## src/rtl/al_commit_ctrl.sv

```systemverilog
// Active-list commit controller: owns head/tail/count, retires the ready prefix
// at the head, and drives the ready-bit RAM clear ports for commits and sweeps.
module al_commit_ctrl #(
  parameter int unsigned DEPTH          = 16,
  parameter int unsigned INDEX          = 4,
  parameter int unsigned COMMIT_WIDTH   = 4,
  parameter int unsigned DISPATCH_WIDTH = 4,
  parameter int unsigned DCNT_W         = 3
) (
  input  logic                                 clk,
  input  logic                                 reset,
  input  logic [DCNT_W-1:0]                    dispatchCnt_i,
  input  logic                                 flush_i,
  input  logic [COMMIT_WIDTH-1:0]              readyBit_i,
  output logic [COMMIT_WIDTH-1:0][INDEX-1:0]   headAddr_o,
  output logic [COMMIT_WIDTH-1:0]              commitVld_o,
  output logic [$clog2(COMMIT_WIDTH):0]        commitCnt_o,
  output logic [COMMIT_WIDTH-1:0]              clrWe_o,
  output logic [COMMIT_WIDTH-1:0][INDEX-1:0]   clrAddr_o,
  output logic [INDEX-1:0]                     tailAddr_o,
  output logic [INDEX:0]                       freeSlots_o,
  output logic                                 alFull_o,
  output logic                                 alEmpty_o,
  output logic                                 alReady_o
);

  localparam int unsigned CNT_W  = INDEX + 1;
  localparam int unsigned CCNT_W = $clog2(COMMIT_WIDTH) + 1;

  typedef enum logic {INIT, RUN} state_t;

  state_t           state;
  logic [INDEX-1:0] head;
  logic [INDEX-1:0] tail;
  logic [INDEX-1:0] sp;
  logic [CNT_W-1:0] count;

  logic             run;
  logic             all_rdy;
  logic             accept;
  logic [CNT_W-1:0] acc_cnt;
  logic             sp_last;

  assign run         = (state == RUN);
  assign tailAddr_o  = tail;
  assign freeSlots_o = CNT_W'(DEPTH) - count;
  assign alFull_o    = (count == CNT_W'(DEPTH));
  assign alEmpty_o   = (count == '0);
  assign alReady_o   = run;
  assign sp_last     = (CNT_W'(sp) + CNT_W'(COMMIT_WIDTH)) == CNT_W'(DEPTH);

  // Requests wider than the dispatch port are malformed and dropped like an over-request.
  assign accept  = run && !flush_i
                   && (dispatchCnt_i <= DCNT_W'(DISPATCH_WIDTH))
                   && (CNT_W'(dispatchCnt_i) <= freeSlots_o);
  assign acc_cnt = accept ? CNT_W'(dispatchCnt_i) : '0;

  // Retire the contiguous ready prefix among the valid entries at the head.
  always_comb begin
    all_rdy     = 1'b1;
    headAddr_o  = '0;
    commitVld_o = '0;
    commitCnt_o = '0;
    for (int i = 0; i < int'(COMMIT_WIDTH); i++) begin
      all_rdy       = all_rdy & readyBit_i[i];
      headAddr_o[i] = head + INDEX'(i);
      if (run && !flush_i && all_rdy && (CNT_W'(i) < count)) begin
        commitVld_o[i] = 1'b1;
        commitCnt_o    = commitCnt_o + CCNT_W'(1);
      end
    end
  end

  // Clear ports: full-width sweep in INIT, retired entries in RUN.
  always_comb begin
    clrWe_o   = '0;
    clrAddr_o = '0;
    if (run) begin
      clrWe_o   = commitVld_o;
      clrAddr_o = headAddr_o;
    end else begin
      clrWe_o = reset ? '0 : '1;
      for (int i = 0; i < int'(COMMIT_WIDTH); i++) begin
        clrAddr_o[i] = sp + INDEX'(i);
      end
    end
  end

  always_ff @(posedge clk or posedge reset) begin
    if (reset) begin
      state <= INIT;
      sp    <= '0;
      head  <= '0;
      tail  <= '0;
      count <= '0;
    end else if (flush_i) begin
      state <= INIT;
      sp    <= '0;
      head  <= '0;
      tail  <= '0;
      count <= '0;
    end else if (state == INIT) begin
      sp <= sp + INDEX'(COMMIT_WIDTH);
      if (sp_last) begin
        state <= RUN;
      end
    end else begin
      head  <= head + INDEX'(commitCnt_o);
      tail  <= tail + INDEX'(acc_cnt);
      count <= count + acc_cnt - CNT_W'(commitCnt_o);
    end
  end

endmodule
```

## config.mk

```make
export PLATFORM = sky130hd
export DESIGN_NAME = al_commit_ctrl
export DESIGN_NICKNAME = d
export VERILOG_FILES = /design/src/rtl/al_commit_ctrl.sv
export SDC_FILE = /design/constraint.sdc
export NUM_CORES = 1
export LEC_CHECK = 0
export ABC_AREA = 1
export CAP_MARGIN = 20
export CORE_UTILIZATION = 45
export CTS_CLUSTER_SIZE = 14
export DETAILED_ROUTE_END_ITERATION = 12
export PLACE_DENSITY = 0.88
export SYNTH_ARGS = -nofsm -noshare
export SYNTH_HDL_FRONTEND = slang
export SYNTH_SLANG_ARGS = --single-unit
```

## constraint.sdc

```tcl
create_clock -name clk -period 4.5 [get_ports clk]
set_input_delay 0.9 -clock clk [delete_from_list [all_inputs] [get_ports clk]]
set_output_delay 0.9 -clock clk [all_outputs]
set_load 0.05 [all_outputs]
```

**After elaboration in Yosys (flattened, before gate mapping)**

Cells that the tools add are included.

- Add/subtract/negate cells: 16
- Equal/unequal tests: 3
- Reductions and logical operators: 14
- Magnitude comparators: 6
- Bitwise gates (word level): 3
- Mux-type cells: 23

Operators by type and width:

| operator | count |
|---|---|
| 4-bit 2-to-1 mux | 8 |
| 4-bit by 2-bit adder with 4-bit output, second input constant | 4 |
| 16-bit 2-to-1 mux | 1 |
| 1-bit logical AND | 11 |
| 5-bit equality test, second input constant | 2 |
| 1-bit by 5-bit < comparator with 1-bit output, first input constant | 2 |
| 2-bit by 5-bit < comparator with 1-bit output, first input constant | 2 |
| 5-bit 2-to-1 mux | 2 |
| 3-bit 2-to-1 mux | 3 |
| 4-bit by 1-bit adder with 4-bit output, second input constant | 2 |
| 4-bit by 3-bit adder with 4-bit output | 2 |
| 1-bit 2-to-1 mux | 8 |
| 3-bit by 1-bit adder with 3-bit output, second input constant | 2 |
| 4-bit by 3-bit adder with 5-bit output, second input constant | 1 |
| 5-bit by 3-bit adder with 5-bit output | 1 |
| 3-bit by 5-bit <= comparator with 1-bit output | 1 |
| 5-bit zero test | 1 |
| 5-bit by 3-bit subtractor with 5-bit output | 1 |
| 5-bit subtractor, first input constant | 1 |
| 4-bit by 3-bit adder with 4-bit output, second input constant | 1 |
| 1-bit AND | 3 |
| 3-bit <= comparator, second input constant | 1 |
| 1-bit by 1-bit adder with 2-bit output, second input constant | 1 |
| 2-bit 2-to-1 mux | 1 |
| other kinds (3) | 3 |

- Input port bits: 10
- Logic and storage cells: 70
- Register bits: 18
- Output and inout port bits: 55

**Depth between registers and ports, before layout**

Gate-level depths: netlist of the first run.

- Depth in word-level cells: 14
- Depth in mapped cells: 22
- Mapped depth without buffers: 22

**Worst setup path after synthesis of the first run**

OpenSTA, ideal clock, no wires.

- Kind: input to register
- Start: input flush_i
- End: register count[4]
- Path slack: -0.178 ns
- Cell stages on the path: 20
- Data arrival time: 4.551 ns
- Path buffers: 0
- Data required time: 4.373 ns
- Setup time: 0.127 ns
- Cells stage by stage: inv_1 nand2_4 inv_2 nand3_1 nor2_1 inv_1 ha_1 nand3_1 nand2_1 inv_1 ha_1 or2_0 nand2_1 fa_1 inv_1 fa_1 inv_1 nand3_1 a21oi_1 o21ai_0

- Longest elaborated chain between the ends: 14
- Elaborated cells between the ends (all ways): 25
- Classes of those cells: add/sub (5); mux (7); reduce/logical (13)

Ends and longest elaborated chain:

| element | RTL line | source |
|---|---|---|
| start: declaration | 13 | `input logic flush_i,` |
| 1-bit zero test | 53, 67 |  |
| 1-bit logical AND | 53, 67 |  |
| 1-bit logical AND (2 in a row) | 67 | `if (run && !flush_i && all_rdy && (CNT_W'(i) < count)) begin` |
| 1-bit 2-to-1 mux | 67 |  |
| 1-bit by 1-bit adder with 2-bit output | 69 | `commitCnt_o = commitCnt_o + CCNT_W'(1);` |
| 2-bit 2-to-1 mux | 67 |  |
| 3-bit by 1-bit adder with 3-bit output | 69 |  |
| 3-bit 2-to-1 mux | 67 |  |
| 3-bit by 1-bit adder with 3-bit output | 69 |  |
| 3-bit 2-to-1 mux | 67 |  |
| 5-bit by 3-bit subtractor with 5-bit output | 110 | `count <= count + acc_cnt - CNT_W'(commitCnt_o);` |
| 5-bit 2-to-1 mux | 102 | `end else if (state == INIT) begin` |
| 5-bit 2-to-1 mux | 96 | `end else if (flush_i) begin` |
| end signal: assignment | 110 |  |
| end: declaration | 36 | `logic [CNT_W-1:0] count;` |

Several ways; a longest one is shown, not always the timed one. The select of a mux whose other input is x is not followed.
A chain may end at the register's enable or synchronous reset.

**Worst setup path in the final report of the first run**

Ends and elaborated chain as after synthesis.

==> summary.md, run 1 <==
| Metric | Value |
|---|---|
| CP Capture Type | flop |
| Yosys synthesis warning count | 0 |
| I/O pin count | 65 |
| Initial DRT Pass Iterations | 4 |
| Final Hold Fails | 0 |
| Largest net degree at the start of global routing | 18 |
| Hold endpoint | sp[3]$_DFFE_PP0P_ |
| Cell accounting for the most synthesized area | dfrtp_1 |
| Yosys reg bits | 16 |
| XOR/XNOR Fraction of Synth Area | 3.453% |
| Compound-gate portion of the synthesized area | 7.752% |
| Fill cell count | 299 |
| Post-Synth Simple-Gate Area | 29.74% |
| Die Y-Extent | 64.81 µm |
| ANT nets after route | 0 |
| Cell Area, Synth | 1775 µm² |
| Data arrival, critical path | 4.39 ns |
| Hold Crit Start | sp[3]$_DFFE_PP0P_ |
| Minimum clock period | 4.228 ns |
| Yosys cell types | 25 |
| H-tree lvl count | 1 |
| Initial DRC count | 78 |
| Final setup vio count | 0 |
| Crit-path max FO | 4 |
| WP data required | 4.67 ns |
| Max Root-Sink Buffers | 2 |
| Starting Density | 47.78% |
| Clock buffer count from CTS | 3 |
| Layout net count | 359 |
| PortBufs | 64 |
| Gr ovfl total | 0 |
| Final hold slack | 0.5461 ns |
| Vias | 1,799 |
| # rows | 22 |
| Async S/R FF share, synth | 100.0% |
| Period Utilization, post-route | 93.96% |
| Most frequent cells in the layout | nand2_1, clkdlybuf4s50_1, inv_1, nand3_1, ha_1 |
| Slew @ Worst Pin | 0.5142 ns |
| Clk_skew | 0.002121 ns |
| Core Area | 3716 µm² |
| Cells after synthesis | 249 |
| Hold Path Stages | 2 |
| Sequential fraction of the synthesis area | 22.55% |
| Outcome | finished clean |
| Leak pwr | 1.403 nW |
| Die width | 64.81 µm |
| TritonCTS clock tree | done |
| Post-Synth Adder-Cell Area | 24.67% |
| Vias per std cell | 4.942 |
| Full die area | 4200 µm² |
| Largest family of logic cells by synthesized area | simple AND/OR/NAND/NOR gates |
| Cells on worst reg2reg path | 20 |
| Root Buffer | clkbuf_8 |
| Hold Crit Class | reg -> reg |
| Number of global-route vias before repair | 1,720 |
| Most common cell after layout, fill and taps aside | nand2_1 |
| Fmax | 236.5 MHz |
| Relative slew slack | 65.61% |
| Initial antenna violation count | 0 |
| Reg-to-Reg Start | count[3]$_DFFE_PP0P_ |
| # DRC | 0 |
| Inserted Diodes | 0 |
| Drt wl/cell | 12.38 µm |
| Area share of the largest cell type after synthesis | 22.55% |
| Placer congestion estimate | 0.8794 |
| Main synth FF type | dfrtp_1 |
| Clock sink count | 16 |
| Synth area leaders | dfrtp_1, ha_1, nand2_1 |
| Clock slew seen by the registers of the worst setup and hold paths | 0.06 ns |
| Cell Pwr Density | 177.7 nW/µm² |
| Reg2Reg Setup Slack | 0.59 ns |
| Max cap viols | 0 |
| Gr usage total | 22.34% |
| First-pass GRT wire length | 7355 µm |
| Maximum vdd ir drop | 214.1 µV |
| WS Path Type | in -> reg |
| DRT Wirelength | 4506 µm |
| Post-synth EDFFs | 0 |
| Layout cells sized above 1 | 7.911% |
| Hpwl dp | 3607 µm |
| Avg Synthesized Cell Area | 7.130 µm² |
| Area delta synth->final | 45.45% |
| RR Endpoint | count[4]$_DFFE_PP0P_ |
| Post-synth net total | 291 |
| Post-synthesis mux area share | 0% |
| Core Util, Final | 69.49% |
| Clk Latency, worst-skew pair | 0.25 ns |
| Element type at the critical path start | input port |
| Final Slew Violations | 0 |
[worst max-delay path, stage by stage]
cell	delay (ns)
clkdlybuf4s50_1	0.44
inv_2	0.09
nand2_4	0.05
inv_2	0.06
nand3_1	0.08
nor2_2	0.18
inv_1	0.11
ha_4	0.29
nand3_1	0.09
nand2_1	0.08
inv_1	0.04
ha_1	0.27
or2_1	0.13
nand2_2	0.09
fa_1	0.54
inv_1	0.07
fa_1	0.40
inv_1	0.09
nand3_1	0.10
nand3_1	0.10
nand2_1	0.05
o21ai_0	0.15
[timing repair]
item / 4_1_cts / 5_1_grt
buffers inserted: 0 / 2
endpoints found under the setup margin: 0 / 2
resized for setup: 0 / 4
hold buffers: 0 / 0
[how the worst max path moves through the flow]
| stage | start | end | slack [ns] |
|---|---|---|---|
| floorplan | flush_i | count[4]$_DFFE_PP0P_ | 0.09 |
| finish | flush_i | count[4]$_DFFE_PP0P_ | 0.27 |
| global placement | flush_i | count[4]$_DFFE_PP0P_ | 0.13 |
| global route | flush_i | count[4]$_DFFE_PP0P_ | -0.008 |
| detailed placement | flush_i | count[4]$_DFFE_PP0P_ | -0.06 |
| CTS | flush_i | count[4]$_DFFE_PP0P_ | 0.18 |
[cell usage after synthesis (4+ instances only)]
library cell and instances:
a21oi_1 9, buf_4 5, dfrtp_1 16, fa_1 5
ha_1 27, inv_1 41, nand2_1 65, nand3_1 29
nor2_1 15, o21ai_0 11, xnor2_1 4
[stage by stage]
stage	TNS, ns	cell area (µm²)	instances	total power, mW	setup WS (ns)
6_report	0	2582	364	0.4588	0.2719
5_1_grt	-0.007762	2582	364	0.4793	-0.007762
4_1_cts	0	2552	362	0.4629	0.1799
3_5_place_dp	-0.06378	2497	358	0.3335	-0.06378
3_3_place_gp	0	2497	358	0.3303	0.1337
2_1_floorplan	0	1778	249	0.2703	0.08986
[sequential cells by signal, indices dropped and copies added, names as in the netlist]
register and count:
alReady_o 1, head 4, count 5, sp 2, tailAddr_o 4
[power breakdown]
part	switching (mW)	internal [mW]	total, mW
clock	0.0506	0.0776	0.128
combinational	0.120	0.0573	0.177
sequential	0.00506	0.148	0.153
total	0.176	0.283	0.459
[area by class of cell]
class | count | area (µm²) | share of cell area, %
timing repair buffer | 71 | 723.2 | 28.00
inverter | 43 | 161.4 | 6.250
multi-input combinational | 182 | 1182 | 45.78
tap | 48 | 60.06 | 2.326
clock buffer | 4 | 55.05 | 2.132
sequential | 16 | 400.4 | 15.50
[cell families (layout without fill, tap and decap cells)]
group / count (synthesis) / after routing
simple gates: 118 / 118
buf+inv: 51 / 118
fa+ha+maj: 32 / 32
compound gates: 25 / 25
flops: 16 / 16
xor+xnor: 7 / 7
[per-layer routing]
metal	GRT usage (%)	share of wire [%]	vias up
li1	-	-	920
met1	27.02	44	826
met2	39.58	51	44
met3	4.225	3.5	9
met4	6.667	1.7	0
met5	0	0	-
Power figures use the tool's default switching activity.
==> inputs of run 2 (changes only) <==
Settings changed: PLACE_DENSITY 0.88 to 0.81.
==> run 2 against run 1 <==
Net effect:
- wire length is 2.1% higher
- largest power group unchanged
- clock power hardly changed
- clock skew is 0.0036 ns higher
- via count is 1.1% higher
- maximum frequency is 1.3% higher
- power is 0.35% higher
==> summary.md, run 2 (synthesized netlist as in run 1, its figures left out) <==
| Metric | Value |
|---|---|
| Outcome | finished clean |
| Placer congestion estimate | 0.8428 |
| Vias | 1,819 |
| Final Hold Fails | 0 |
| Cells on worst reg2reg path | 19 |
| ANT nets after route | 0 |
| Layout net count | 357 |
| Pre-CTS WS | 0.004129 ns |
| Final hold slack | 0.5495 ns |
| Drt wl/cell | 12.71 µm |
| Most common cell after layout, fill and taps aside | nand2_1 |
| Unrepaired setup endpoints after global routing | false |
| Hold Crit Class | reg -> reg |
| Die width | 64.81 µm |
| I/O pin count | 65 |
| Clock sink count | 16 |
| DRT Wirelength | 4600 µm |
| Vias per std cell | 5.025 |
| Initial antenna violation count | 0 |
| WS Path Type | in -> reg |
| CP most frequent cell | inv_1 |
| Slew @ Worst Pin | 0.5265 ns |
| RR Endpoint | count[2]$_DFFE_PP0P_ |
| Crit-path max FO | 4 |
| Maximum vdd ir drop | 143.4 µV |
| Setup TNS | 0 ns |
| Hold Path Stages | 2 |
| Clock slew seen by the registers of the worst setup and hold paths | 0.07 ns |
| Critical path's slowest cell | fa_1 |
| Worst path max stage delay | 0.56 ns |
| CP Capture Type | flop |
| Hold endpoint | sp[3]$_DFFE_PP0P_ |
| H-tree lvl count | 1 |
| Max cap viols | 0 |
| Leak pwr | 1.392 nW |
| Inserted Diodes | 0 |
| Initial DRC count | 94 |
| Minimum clock period | 4.176 ns |
| Final Slew Violations | 0 |
| Die Y-Extent | 64.81 µm |
| TritonCTS clock tree | done |
| Number of global-route vias before repair | 1,808 |
| Period Utilization, post-route | 92.79% |
| Critical-path cell list | clkdlybuf4s50_1 > inv_2 > nand2_4 > inv_2 > nand3_1 > nor2_2 > inv_1 > ha_4 > nand3_1 > nand2_1 > inv_1 > ha_1 > or2_0 > nand2_2 > fa_1 > inv_1 > fa_1 > inv_1 > a21oi_1 > o21ai_0 > o21ai_0 |
| Fmax | 239.5 MHz |
| # rows | 22 |
| Root Buffer | clkbuf_8 |
| Largest net degree at the start of global routing | 18 |
| Design Power | 0.4604 mW |
| Clock buffer count from CTS | 3 |
| PortBufs | 64 |
| Max reg flops | 5 |
| Relative slew slack | 64.79% |
| Cell Pwr Density | 179.1 nW/µm² |
| WP data required | 4.61 ns |
| Final setup vio count | 0 |
| Top reg by flops | count |
| Reg2Reg Setup Slack | 0.54 ns |
| Reg-to-Reg Start | count[4]$_DFFE_PP0P_ |
| Starting Density | 47.78% |
| Gr usage total | 24.51% |
| # DRC | 0 |
| Layout cells sized above 1 | 7.643% |
| Clk_skew | 0.005737 ns |
| Data arrival, critical path | 4.29 ns |
| Element type at the critical path start | input port |
| Max Root-Sink Buffers | 2 |
| Setup slack after layout | 0.3242 ns |
| First-pass GRT wire length | 7969 µm |
| Gr ovfl total | 0 |
| Initial DRT Pass Iterations | 4 |
| Core Area | 3716 µm² |
| Area delta synth->final | 44.82% |
| Full die area | 4200 µm² |
| Clk Latency, worst-skew pair | 0.25 ns |
| Most frequent cells in the layout | nand2_1, clkdlybuf4s50_1, inv_1, nand3_1, ha_1 |
| Hpwl dp | 3685 µm |
| Hold Crit Start | sp[3]$_DFFE_PP0P_ |
-- run 2: critical path, delay by kind of cell --
kind	cells	cell delay, ns
AO/OA/AOI/OAI	3	0.32
AND/OR/NAND/NOR	7	0.63
buffers and inverters	7	0.90
adder cells (fa/ha/maj)	4	1.53
-- run 2: worst max-delay path by stage --
| stage | startpoint | to | slack [ns] |
|---|---|---|---|
| global placement | flush_i | count[4]$_DFFE_PP0P_ | 0.13 |
| floorplan | flush_i | count[4]$_DFFE_PP0P_ | 0.09 |
| global route | flush_i | count[4]$_DFFE_PP0P_ | 0.04 |
| detailed placement | flush_i | count[4]$_DFFE_PP0P_ | 0.004 |
| finish | flush_i | count[2]$_DFFE_PP0P_ | 0.32 |
| CTS | flush_i | count[4]$_DFFE_PP0P_ | 0.28 |
-- run 2: metrics by stage --
| stage | area [µm²] | util (%) | instances |
|---|---|---|---|
| 3_5_place_dp | 2490 | 67.00 | 357 |
| 4_1_cts | 2545 | 68.48 | 361 |
| 2_1_floorplan | 1778 | - | 249 |
| 5_1_grt | 2571 | 69.19 | 362 |
| 3_3_place_gp | 2490 | 67.00 | 357 |
| 6_report | 2571 | 69.19 | 362 |
-- run 2: layer usage --
| metal | wire, µm | share of wire (%) | vias to the layer above | track usage, % |
|---|---|---|---|---|
| met1 | 2131 | 46 | 843 | 31.11 |
| met3 | 155 | 3.4 | 10 | 2.993 |
| met4 | 91 | 2.0 | 0 | 10.28 |
| met2 | 2220 | 48 | 41 | 41.54 |
| li1 | - | - | 925 | - |
| met5 | 0 | 0 | - | 0 |
-- run 2: where the power goes --
part / internal (mW) / switching (mW) / leakage (nW)
Combinational: 0.0568 / 0.118 / 1.14
Clock: 0.0777 / 0.0524 / 0.0288
Sequential: 0.148 / 0.00791 / 0.221
Total: 0.283 / 0.178 / 1.39
-- run 2: final cells by class --
class	instances	area (µm²)
timing repair buffer	69	708.2
sequential	16	400.4
clock buffer	4	55.05
tap	48	60.06
inverter	43	161.4
multi-input combinational	182	1186
fill	318	1145
-- run 2: repair_timing --
action                     in CTS  in global routing
hold buffers                    0                  0
setup endpoints to repair       0                  2
resized for setup               0                  5
setup buffers                   0                  1
